<file path="config.mk">
export PLATFORM = sky130hd
export DESIGN_NAME = wb_reg_slave
export DESIGN_NICKNAME = d
export VERILOG_FILES = /design/src/rtl/wb_reg_slave_pkg.sv /design/src/rtl/wb_reg_bank.sv /design/src/rtl/wb_reg_slave.sv
export SDC_FILE = /design/constraint.sdc
export NUM_CORES = 1
export LEC_CHECK = 0
export CORE_MARGIN = 2
export CORE_UTILIZATION = 53
export CTS_BUF_LIST = sky130_fd_sc_hd__clkbuf_16
export DETAILED_ROUTE_END_ITERATION = 8
export PLACE_DENSITY = 0.67
export SYNTH_ARGS = -nofsm -noshare
export SYNTH_HDL_FRONTEND = slang
export SYNTH_HIERARCHICAL = 1
export SYNTH_SLANG_ARGS = --single-unit
</file>
<file path="constraint.sdc">
create_clock -name clk_i -period 11 [get_ports clk_i]
set_input_delay 3.3 -clock clk_i [delete_from_list [all_inputs] [get_ports clk_i]]
set_output_delay 3.3 -clock clk_i [all_outputs]
set_load 0.01 [all_outputs]
</file>
<file path="src/rtl/wb_reg_slave_pkg.sv">
// Shared sizing and types for the Wishbone register slave.
// The module parameters default to these values.
package wb_core_2_pkg;

    localparam int unsigned ADDR_WIDTH   = 16;
    localparam int unsigned DATA_WIDTH   = 32;
    localparam int unsigned GRANULE      = 8;
    localparam int unsigned REGISTER_NUM = 16;
    localparam int unsigned SEL_WIDTH    = DATA_WIDTH / GRANULE;
    localparam int unsigned IDX_WIDTH    = $clog2(REGISTER_NUM);

    typedef logic [DATA_WIDTH-1:0] data_t;
    typedef logic [IDX_WIDTH-1:0]  idx_t;

endpackage

</file>
<file path="src/rtl/wb_reg_bank.sv">
// Register array with byte-lane write enables and a combinational read port.
// Reads and writes share one index because the slave handles one request at a time.
module wb_reg_bank #(
    parameter int unsigned DATA_WIDTH   = wb_core_2_pkg::DATA_WIDTH,
    parameter int unsigned GRANULE      = wb_core_2_pkg::GRANULE,
    parameter int unsigned REGISTER_NUM = wb_core_2_pkg::REGISTER_NUM,
    localparam int unsigned SEL_WIDTH   = DATA_WIDTH / GRANULE,
    localparam int unsigned IDX_WIDTH   = $clog2(REGISTER_NUM)
) (
    input  logic                  clk_i,
    input  logic                  rst_i,
    input  logic                  we,
    input  logic [SEL_WIDTH-1:0]  sel,
    input  logic [IDX_WIDTH-1:0]  idx,
    input  logic [DATA_WIDTH-1:0] wr_data,
    output logic [DATA_WIDTH-1:0] rd_data
);

    logic [DATA_WIDTH-1:0] regs [REGISTER_NUM];

    always_ff @(posedge clk_i) begin
        if (!rst_i) begin
            for (int r = 0; r < REGISTER_NUM; r++) begin
                regs[r] <= '0;
            end
        end else if (we) begin
            for (int k = 0; k < SEL_WIDTH; k++) begin
                if (sel[k]) begin
                    regs[idx][k*GRANULE +: GRANULE] <= wr_data[k*GRANULE +: GRANULE];
                end
            end
        end
    end

    assign rd_data = regs[idx];

endmodule

</file>
<file path="src/rtl/wb_reg_slave.sv">
// Wishbone B4 pipelined slave over a bank of 32-bit control/status registers.
// One request per cycle, registered ack/err one cycle later, no back-pressure.
module wb_reg_slave #(
    parameter int unsigned ADDR_WIDTH   = wb_core_2_pkg::ADDR_WIDTH,
    parameter int unsigned DATA_WIDTH   = wb_core_2_pkg::DATA_WIDTH,
    parameter int unsigned GRANULE      = wb_core_2_pkg::GRANULE,
    parameter int unsigned REGISTER_NUM = wb_core_2_pkg::REGISTER_NUM,
    localparam int unsigned SEL_WIDTH   = DATA_WIDTH / GRANULE,
    localparam int unsigned IDX_WIDTH   = $clog2(REGISTER_NUM)
) (
    input  logic                  clk_i,
    input  logic                  rst_i,
    input  logic                  cyc_i,
    input  logic                  stb_i,
    input  logic                  we_i,
    input  logic [ADDR_WIDTH-1:0] adr_i,
    input  logic [DATA_WIDTH-1:0] dat_i,
    input  logic [SEL_WIDTH-1:0]  sel_i,
    output logic [DATA_WIDTH-1:0] dat_o,
    output logic                  ack_o,
    output logic                  err_o,
    output logic                  stall_o
);

    logic                  accept;
    logic                  addr_err;
    logic                  bank_we;
    logic [IDX_WIDTH-1:0]  idx;
    logic [DATA_WIDTH-1:0] rd_data;
    logic                  ack_q;
    logic                  err_q;
    logic [DATA_WIDTH-1:0] dat_q;

    assign stall_o = ~rst_i;
    assign accept  = cyc_i & stb_i & ~stall_o;

    // Misaligned addresses and anything past the last register are rejected.
    assign idx      = adr_i[2 +: IDX_WIDTH];
    assign addr_err = (adr_i[1:0] != 2'b00) || ((adr_i >> (IDX_WIDTH + 2)) != '0);
    assign bank_we  = accept & we_i & ~addr_err;

    wb_reg_bank #(
        .DATA_WIDTH   (DATA_WIDTH),
        .GRANULE      (GRANULE),
        .REGISTER_NUM (REGISTER_NUM)
    ) u_bank (
        .clk_i   (clk_i),
        .rst_i   (rst_i),
        .we      (bank_we),
        .sel     (sel_i),
        .idx     (idx),
        .wr_data (dat_i),
        .rd_data (rd_data)
    );

    always_ff @(posedge clk_i) begin
        if (!rst_i) begin
            ack_q <= 1'b0;
            err_q <= 1'b0;
            dat_q <= '0;
        end else begin
            ack_q <= accept & ~addr_err;
            err_q <= accept & addr_err;
            dat_q <= (accept & ~we_i & ~addr_err) ? rd_data : '0;
        end
    end

    // Gating with rst_i drops a response whose cycle coincides with reset assertion.
    assign ack_o = ack_q & rst_i;
    assign err_o = err_q & rst_i;
    assign dat_o = rst_i ? dat_q : '0;

endmodule

</file>
==> flow_summary.toml, run 1 <==
[run_status]
status = "complete, no violations"

[run]
drv_cap = 0

[placement]
io_buffers = 91
placed_cell_area_mm2 = 0.0249
gp_congestion = 0.781
place_hpwl_um = 34400

[sta]
grt_setup_unrepaired = "false"
min_period_ns = 8.07
skew_ns = 0.0208
period_share_pct = 73.4
tightest_slew_ns = 1.30
drv_slew = 0
max_freq_ghz = 0.124
tns_ns = 0
slew_headroom_pct = 12.4
setup_violations = 0
hold_violations = 0

[finish]
final_area_mm2 = 0.0266
final_common_cell = "edfxtp_1"
finalNetCount = 1766
seqCellArea_mm2 = 0.0161
drive_above_1_share_pct = 17.3
multi_input_area_mm2 = 0.00668
utilization_pct = 61.4
synthToLayoutAreaGrowth_pct = 13.9
fill_cells = 3295
layout_common_cells = "edfxtp_1, nor2_1, mux4_2"

[synth]
synth_cells = 1639
netlist_area_mm2 = 0.0234
ys_ff_latch = 546
synth_cell_types = 29
ys_seq_area_share_pct = 68.6
ys_warn_count = 6
synthesis.nets = 1696
avgSynthCellArea_um2 = 14.3

[power]
power_density_mw_per_mm2 = 167
vdd_drop_max_mv = 0.117
power.leakage_uw = 0.00853

[setup_path]
reg2reg_to = "dat_q[0]"
cp_num_buf_inv = 2
path_cells = "buf_4 > and2_1 > clkdlybuf4s50_1"
rrSetupSlack_ns = 9.33
startpoint_type = "primary input"
r2r_start = "u_bank/regs[8][0]"
path_max_fanout = 86
critPathKind = "primary input to primary output"
crit_path_end_kind = "primary output"
worst_path_largest_cell_delay_ns = 0.63
reg2reg_depth = 4
cp_slowest_cell = "buf_4"
required_ns = 7.70
cpLargestDelayFamily = "buffers and inverters"
crit_arrival_ns = 4.77

[grt]
grt_pass1_vias = 14300
grtUsageTotal_pct = 25.0
grt_pass1_wl_um = 85400
antenna_found_initial = 0
grt-ovfl-total = 0
grt_max_degree = 87

[die]
core_area_mm2 = 0.0434
floorplan.initialDensity_pct = 53.9
die_h_um = 214
die_w_um = 214
die-area_mm2 = 0.0458
row_count = 76
ioPinCount = 92

[worst_hold_path]
worstHoldStart = "u_bank/regs[11][10]"
holdPathStages = 4
hold_end = "dat_q[10]"
hp-class = "flop to flop"

[route]
ant_nets = 0
wl_um = 56600
wl_per_cell_um = 24.2
viasPerCell = 6.00
drcViolationCount = 0
vias = 14000
first_iter_violations = 1238
dr.pass1.iters = 7

[clock_tree]
cts_resized = 0
cts_buffers = 54
clk_path_buf_depth = 3
htreeDepth = 2
cts_tree = "yes"
clock_latency_ns = 0.60
cts_setup_buffers = 0
root_buffer = "clkbuf_16"
cts_sinks = 546
clk_pin_slew_ns = 0.06
cts_hold_buf = 0
## layer usage
| metal | up-vias | track usage (%) | part of all wire (%) | routed length [um] |
|---|---|---|---|---|
| li1 | 6112 | - | - | - |
| met1 | 7119 | 33.9 | 39 | 21800 |
| met2 | 711 | 41.2 | 50 | 28100 |
| met3 | 103 | 3.77 | 8.8 | 4970 |
| met4 | 0 | 9.63 | 3.0 | 1710 |
| met5 | - | 0 | 0 | 0 |
## cell usage after synthesis
library cell,number,area (um^2)
a22oi_1,64,480
and2_1,82,513
and2_2,18,135
and3_1,6,37.5
buf_1,10,37.5
buf_2,47,235
buf_4,1,7.51
buf_6,7,78.8
clkbuf_1,81,304
clkbuf_2,3,15.0
dfxtp_1,34,681
edfxtp_1,512,15400
inv_1,1,3.75
mux4_2,128,2880
nand2_1,75,282
nand3_1,7,35.0
nand4b_1,1,8.76
nand4bb_1,1,11.3
nor2_1,482,1810
nor2_2,1,6.26
nor2_4,3,33.8
nor2b_1,5,31.3
nor3_1,1,5.00
nor4_4,1,21.3
o21ai_0,52,260
o21ai_1,12,60.1
or4_1,1,7.51
or4_4,2,22.5
or4b_1,1,10.0
## stage by stage
| stage | hold slack [ns] | setup slack (ns) | instances | power [uW] |
|---|---|---|---|---|
| final | 0.794 | 2.93 | 2340 | 4440 |
| after global routing | 0.826 | 2.85 | 2339 | 4560 |
| after CTS | 0.800 | 2.90 | 2339 | 4460 |
| after detailed placement | 0.786 | 2.91 | 2238 | 2710 |
| after global placement | 0.775 | 2.93 | 2238 | 2700 |
| after floorplan | 0.731 | 3.79 | 1639 | 2600 |
## power by group
| group | leakage, uW | total (uW) | internal, uW | switching [uW] |
|---|---|---|---|---|
| logic | 0.00250 | 284 | 124 | 160 |
| clock network | 0.000894 | 1770 | 1010 | 757 |
| registers | 0.00513 | 2390 | 2360 | 26.0 |
| total | 0.00853 | 4440 | 3500 | 943 |
## worst min-delay path: stages, from the launching register on
cell      delay (ns)
edfxtp_1        0.31
mux4_2          0.22
a22oi_1         0.08
nand2_1         0.05
and2_1          0.10
## logic make-up after synthesis
group           count (synthesis)  share of synthesized area (%)
compound gates                128                           3.42
buf+inv                       150                           2.92
flops                         546                           68.6
mux                           128                           12.3
simple gates                  687                           12.7
## sequential cells by signal, indices dropped and copies added, names as in the netlist
| register | cells |
|---|---|
| u_bank/regs | 512 |
| dat_q | 32 |
| err_q | 1 |
| ack_q | 1 |
## area by class of cell
type                            instances  share of cell area, %
Inverter                                1                 0.0141
Sequential cell                       546                   60.3
Tap cell                              585                   2.75
Clock buffer                           58                   5.45
Timing Repair Buffer                  163                   5.46
Antenna cell                            1                0.00939
Multi-Input combinational cell        943                   25.1
Clock inverter                         43                  0.954
## how the worst max path moves through the flow
stage | depth (start not counted) | to | startpoint | slack (ns)
after floorplan | 3 | dat_o[21] | rst_i | 3.79
after global placement | 3 | dat_o[31] | rst_i | 2.93
after detailed placement | 3 | dat_o[2] | rst_i | 2.91
final | 3 | dat_o[31] | rst_i | 2.93
after CTS | 3 | dat_o[31] | rst_i | 2.90
after global routing | 3 | dat_o[31] | rst_i | 2.85
Note: power is estimated with default switching activity, not from simulation.
==> inputs of run 2 (changes only) <==
==> constraint.sdc (replaced) <==
create_clock -name clk_i -period 8.4 [get_ports clk_i]
set_input_delay 2.52 -clock clk_i [delete_from_list [all_inputs] [get_ports clk_i]]
set_output_delay 2.52 -clock clk_i [all_outputs]
set_load 0.01 [all_outputs]
==> flow_summary.toml, run 2 (same netlist as run 1, synthesis figures left out) <==
[finish]
drive_above_1_share_pct = 15.6
largest_reg_flops = 512
layout_common_cells = "edfxtp_1, nor2_1, mux4_2"
largest-register = "u_bank/regs"
fill_cells = 3296
final_common_cell = "edfxtp_1"
reg.largest.list = "u_bank/regs: 512 flops, dat_q: 32 flops"
final_area_mm2 = 0.0263
finalNetCount = 1741
synthToLayoutAreaGrowth_pct = 12.6

[die]
die_w_um = 214
die_h_um = 214
core_area_mm2 = 0.0434
die-area_mm2 = 0.0458
ioPinCount = 92
row_count = 76
floorplan.initialDensity_pct = 53.9

[run_status]
status = "complete, no violations"

[setup_path]
crit_path_end_kind = "primary output"
cp_slowest_cell = "clkdlybuf4s50_1"
crit_arrival_ns = 3.90
path_max_fanout = 67
worst_path_largest_cell_delay_ns = 0.56
required_ns = 5.88
critPathKind = "primary input to primary output"
path_cells = "buf_4 > and2_1 > clkdlybuf4s50_1"
startpoint_type = "primary input"

[sta]
skew_ns = 0.0189
slew_headroom_pct = 16.4
hold_violations = 0
min_period_ns = 6.42
grt_setup_unrepaired = "false"
drv_slew = 0
tightest_slew_ns = 1.24
tns_ns = 0
max_freq_ghz = 0.156
setup_violations = 0
period_share_pct = 76.4

[clock_tree]
clk_pin_slew_ns = 0.06
cts_resized = 0
cts_sinks = 546
cts_hold_buf = 0
cts_setup_buffers = 0
root_buffer = "clkbuf_16"
cts_buffers = 53
cts_tree = "yes"
clk_path_buf_depth = 3
clock_latency_ns = 0.59
htreeDepth = 2

[grt]
grt_pass1_vias = 14000
grt_max_degree = 80
grtUsageTotal_pct = 25.5
busiest_layer = "met2"
use_met2_pct = 41.5
use_met3_pct = 4.84
grt_pass1_wl_um = 86700
met1_usage_pct = 34.7
grt-ovfl-total = 0
antenna_found_initial = 1

[power]
power.leakage_uw = 0.00835
vdd_drop_max_mv = 0.148
power_density_mw_per_mm2 = 217
p_sw_uw = 1230
p_comb_share_pct = 6.3
swShare_pct = 21.5
internal_power_uw = 4480
clockPowerShare_pct = 38.8
pwr-share-seq_pct = 54.9

[placement]
gp_congestion = 0.826
io_buffers = 91
place_hpwl_um = 36400
placed_cell_area_mm2 = 0.0247

[route]
ant_nets = 0
drcViolationCount = 0
vias = 14000
first_iter_violations = 1503
wl_um = 58200
wl_per_cell_um = 25.2
viasPerCell = 6.05
dr.pass1.iters = 5

[run]
drv_cap = 0

[worst_hold_path]
hp-class = "flop to flop"
-- run 2: changes by cell type in the layout (fill, tap and decap cells not counted), sizes merged --
| cell | change |
|---|---|
| clkinv | -3 |
| bufinv | -1 |
| inv | +2 |
| clkinvlp | +1 |
| clkbuf | -3 |
| buf | -24 |
-- run 2: cell type report --
cell class                      count  area (um^2)  share of cell area (%)
Antenna cell                        1         2.50                 0.00950
Clock buffer                       55         1380                    5.22
Clock inverter                     42          225                   0.855
Inverter                            1         3.75                  0.0142
Multi-Input combinational cell    943         6680                    25.3
Sequential cell                   546        16100                    60.9
Tap cell                          585          732                    2.78
Timing Repair Buffer              139         1270                    4.83
-- run 2: layer usage --
layer | wire length [um] | up-vias
li1 | - | 6058
met1 | 22500 | 7061
met2 | 28500 | 764
met3 | 5320 | 114
met4 | 1840 | 0
met5 | 0 | -
-- run 2: stage by stage --
stage          setup WS, ns  cells  total power [uW]  hold WS (ns)  util [%]
2_1_floorplan          2.75   1639              3400         0.731         -
3_5_place_dp           1.77   2214              3550         0.767      57.1
4_1_cts                1.93   2311              5740         0.771      60.7
5_1_grt                1.88   2311              5870         0.790      60.7
6_report               1.98   2312              5710         0.766      60.8
3_3_place_gp           1.84   2214              3540         0.754      57.1
-- run 2: power groups by stage --
stage | clock (uW) | sequential, uW | combinational, uW
final | 2220 | 3140 | 358
after detailed placement | 0 | 3190 | 357
after floorplan | 0 | 3170 | 235
after global placement | 0 | 3190 | 352
after global routing | 2350 | 3150 | 380
after CTS | 2250 | 3140 | 359
-- run 2: path summary, 6_finish.rpt --
| path | slack [ns] | start | to | cells past startpoint |
|---|---|---|---|---|
| max reg2reg | 6.71 | u_bank/regs[11][5] | dat_q[5] | 4 |
| min reg2reg | 0.77 | u_bank/regs[14][10] | dat_q[10] | 4 |
| max | 1.98 | rst_i | dat_o[31] | 3 |
| min | 0.77 | u_bank/regs[14][10] | dat_q[10] | 4 |
-- run 2: worst max-delay path, delay by kind of cell --
kind	cells	cell delay, ns
buffers and inverters	2	1.10
AND/OR/NAND/NOR	1	0.27
==> inputs of run 3 (changes only) <==
--- a/config.mk
+++ b/config.mk
@@ -9,7 +9,7 @@
 export CORE_UTILIZATION = 53
 export CTS_BUF_LIST = sky130_fd_sc_hd__clkbuf_16
 export DETAILED_ROUTE_END_ITERATION = 8
-export PLACE_DENSITY = 0.67
+export PLACE_DENSITY = 0.7
 export SYNTH_ARGS = -nofsm -noshare
 export SYNTH_HDL_FRONTEND = slang
 export SYNTH_HIERARCHICAL = 1
==> constraint.sdc (replaced) <==
create_clock -name clk_i -period 5.3 [get_ports clk_i]
set_input_delay 1.59 -clock clk_i [delete_from_list [all_inputs] [get_ports clk_i]]
set_output_delay 1.59 -clock clk_i [all_outputs]
set_load 0.01 [all_outputs]
==> flow_summary.toml, run 3 (same netlist as run 1, synthesis figures left out) <==
[grt]
grt_pass1_vias = 14700
antenna_found_initial = 0
grt_max_degree = 61
grtUsageTotal_pct = 26.0
grt-ovfl-total = 0
grt_pass1_wl_um = 89100

[finish]
largest_reg_flops = 512
layout_common_cells = "edfxtp_1, nor2_1, mux4_2"
largest-register = "u_bank/regs"
drive_above_1_share_pct = 19.3
final_common_cell = "edfxtp_1"
synthToLayoutAreaGrowth_pct = 14.9
reg.largest.list = "u_bank/regs: 512 flops, dat_q: 32 flops"
utilization_pct = 62.0
diodes = 0
finalNetCount = 1815

[die]
die_h_um = 214
core_area_mm2 = 0.0434
ioPinCount = 92
die-area_mm2 = 0.0458
floorplan.initialDensity_pct = 53.9
die_w_um = 214
row_count = 76

[clock_tree]
cts_buffers = 53
clock_latency_ns = 0.59
clk_path_buf_depth = 3
clk_pin_slew_ns = 0.06
root_buffer = "clkbuf_16"
cts_setup_buffers = 0
cts_tree = "yes"
cts_hold_buf = 0
cts_resized = 0
cts_sinks = 546
htreeDepth = 2

[route]
vias = 14300
viasPerCell = 6.01
wl_per_cell_um = 24.7
dr.pass1.iters = 5
drcViolationCount = 0
ant_nets = 0
wl_um = 58900
first_iter_violations = 1584

[setup_path]
crit_path_end_kind = "flop"
required_ns = 5.75
critPathKind = "primary input to flop"
path_max_fanout = 11
path_cells = "clkdlybuf4s50_1 > or4_4 > nor3_1 > and3_1 > nand3_1 > buf_4 > nor2_1 > and2_1"
worst_path_largest_cell_delay_ns = 0.68
startpoint_type = "primary input"
cp_slowest_cell = "and3_1"
cpLargestDelayFamily = "simple AND/OR/NAND/NOR gates"
rrSetupSlack_ns = 3.72
crit_arrival_ns = 4.95
cp_num_buf_inv = 2

[sta]
hold_violations = 0
tightest_slew_ns = 0.799
min_period_ns = 4.50
slew_headroom_pct = 46.7
setup_violations = 0
tns_ns = 0
skew_ns = 0.0129
period_share_pct = 85.0
grt_setup_unrepaired = "false"
drv_slew = 0
max_freq_ghz = 0.222

[power]
power.leakage_uw = 0.00869
vdd_drop_max_mv = 0.224
power_density_mw_per_mm2 = 338

[placement]
io_buffers = 91
gp_congestion = 0.801
place_hpwl_um = 36300

[worst_hold_path]
hp-class = "flop to flop"

[run_status]
status = "complete, no violations"

[run]
drv_cap = 0
==> run 3: cell types whose count changed in the layout (fill, tap and decap cells not counted), sizes merged <==
| cell | delta |
|---|---|
| buf | +74 |
| clkinv | +6 |
| inv | -4 |
| clkbuf | -2 |
| clkinvlp | -2 |
| bufinv | +1 |
| diode | -1 |
==> run 3: area by class of cell <==
| type | count | area (um^2) |
|---|---|---|
| fillers | 3318 | 16500 |
| repair buffers | 213 | 1840 |
| inverters | 1 | 3.75 |
| clock buffers | 53 | 1330 |
| flip-flops and latches | 546 | 16100 |
| multi-input cells | 943 | 6670 |
| well taps | 585 | 732 |
| clock inverters | 43 | 254 |
==> run 3: worst paths after layout <==
| path | startpoint | endpoint | cells past startpoint |
|---|---|---|---|
| setup / recovery | adr_i[6] | u_bank/regs[3][22] | 8 |
| hold / removal | u_bank/regs[13][9] | dat_q[9] | 4 |
| setup reg to reg | u_bank/regs[8][2] | dat_q[2] | 4 |
| hold reg to reg | u_bank/regs[13][9] | dat_q[9] | 4 |
==> run 3: power by group <==
part           switching (uW)  internal [uW]
clock network            1550           1950
registers                55.3           4900
logic                     346            276
total                    1950           7120
==> run 3: stage by stage <==
stage / power [uW] / hold WS [ns] / worst slack, ns / std cells / instance area (um^2)
global placement: 5640 / 0.747 / 0.301 / 2288 / 25300
detailed placement: 5660 / 0.763 / 0.291 / 2288 / 25300
finish: 9070 / 0.775 / 0.795 / 2384 / 26900
CTS: 9110 / 0.778 / 0.836 / 2384 / 26900
floorplan: 5390 / 0.731 / 1.12 / 1639 / 23400
global route: 9330 / 0.827 / 0.661 / 2384 / 26900
==> run 3: worst min-delay path, stage by stage, from the launching register on <==
cell and delay [ns]:
edfxtp_1 0.32, mux4_2 0.23, a22oi_1 0.06, nand2_1 0.05, and2_1 0.10
==> run 3: layer usage <==
metal | track usage [%] | vias to the layer above | share of wire (%)
met4 | 8.31 | 0 | 2.8
met1 | 35.6 | 7235 | 38
li1 | - | 6197 | -
met5 | 0 | - | 0
met2 | 42.2 | 794 | 49
met3 | 5.43 | 107 | 11
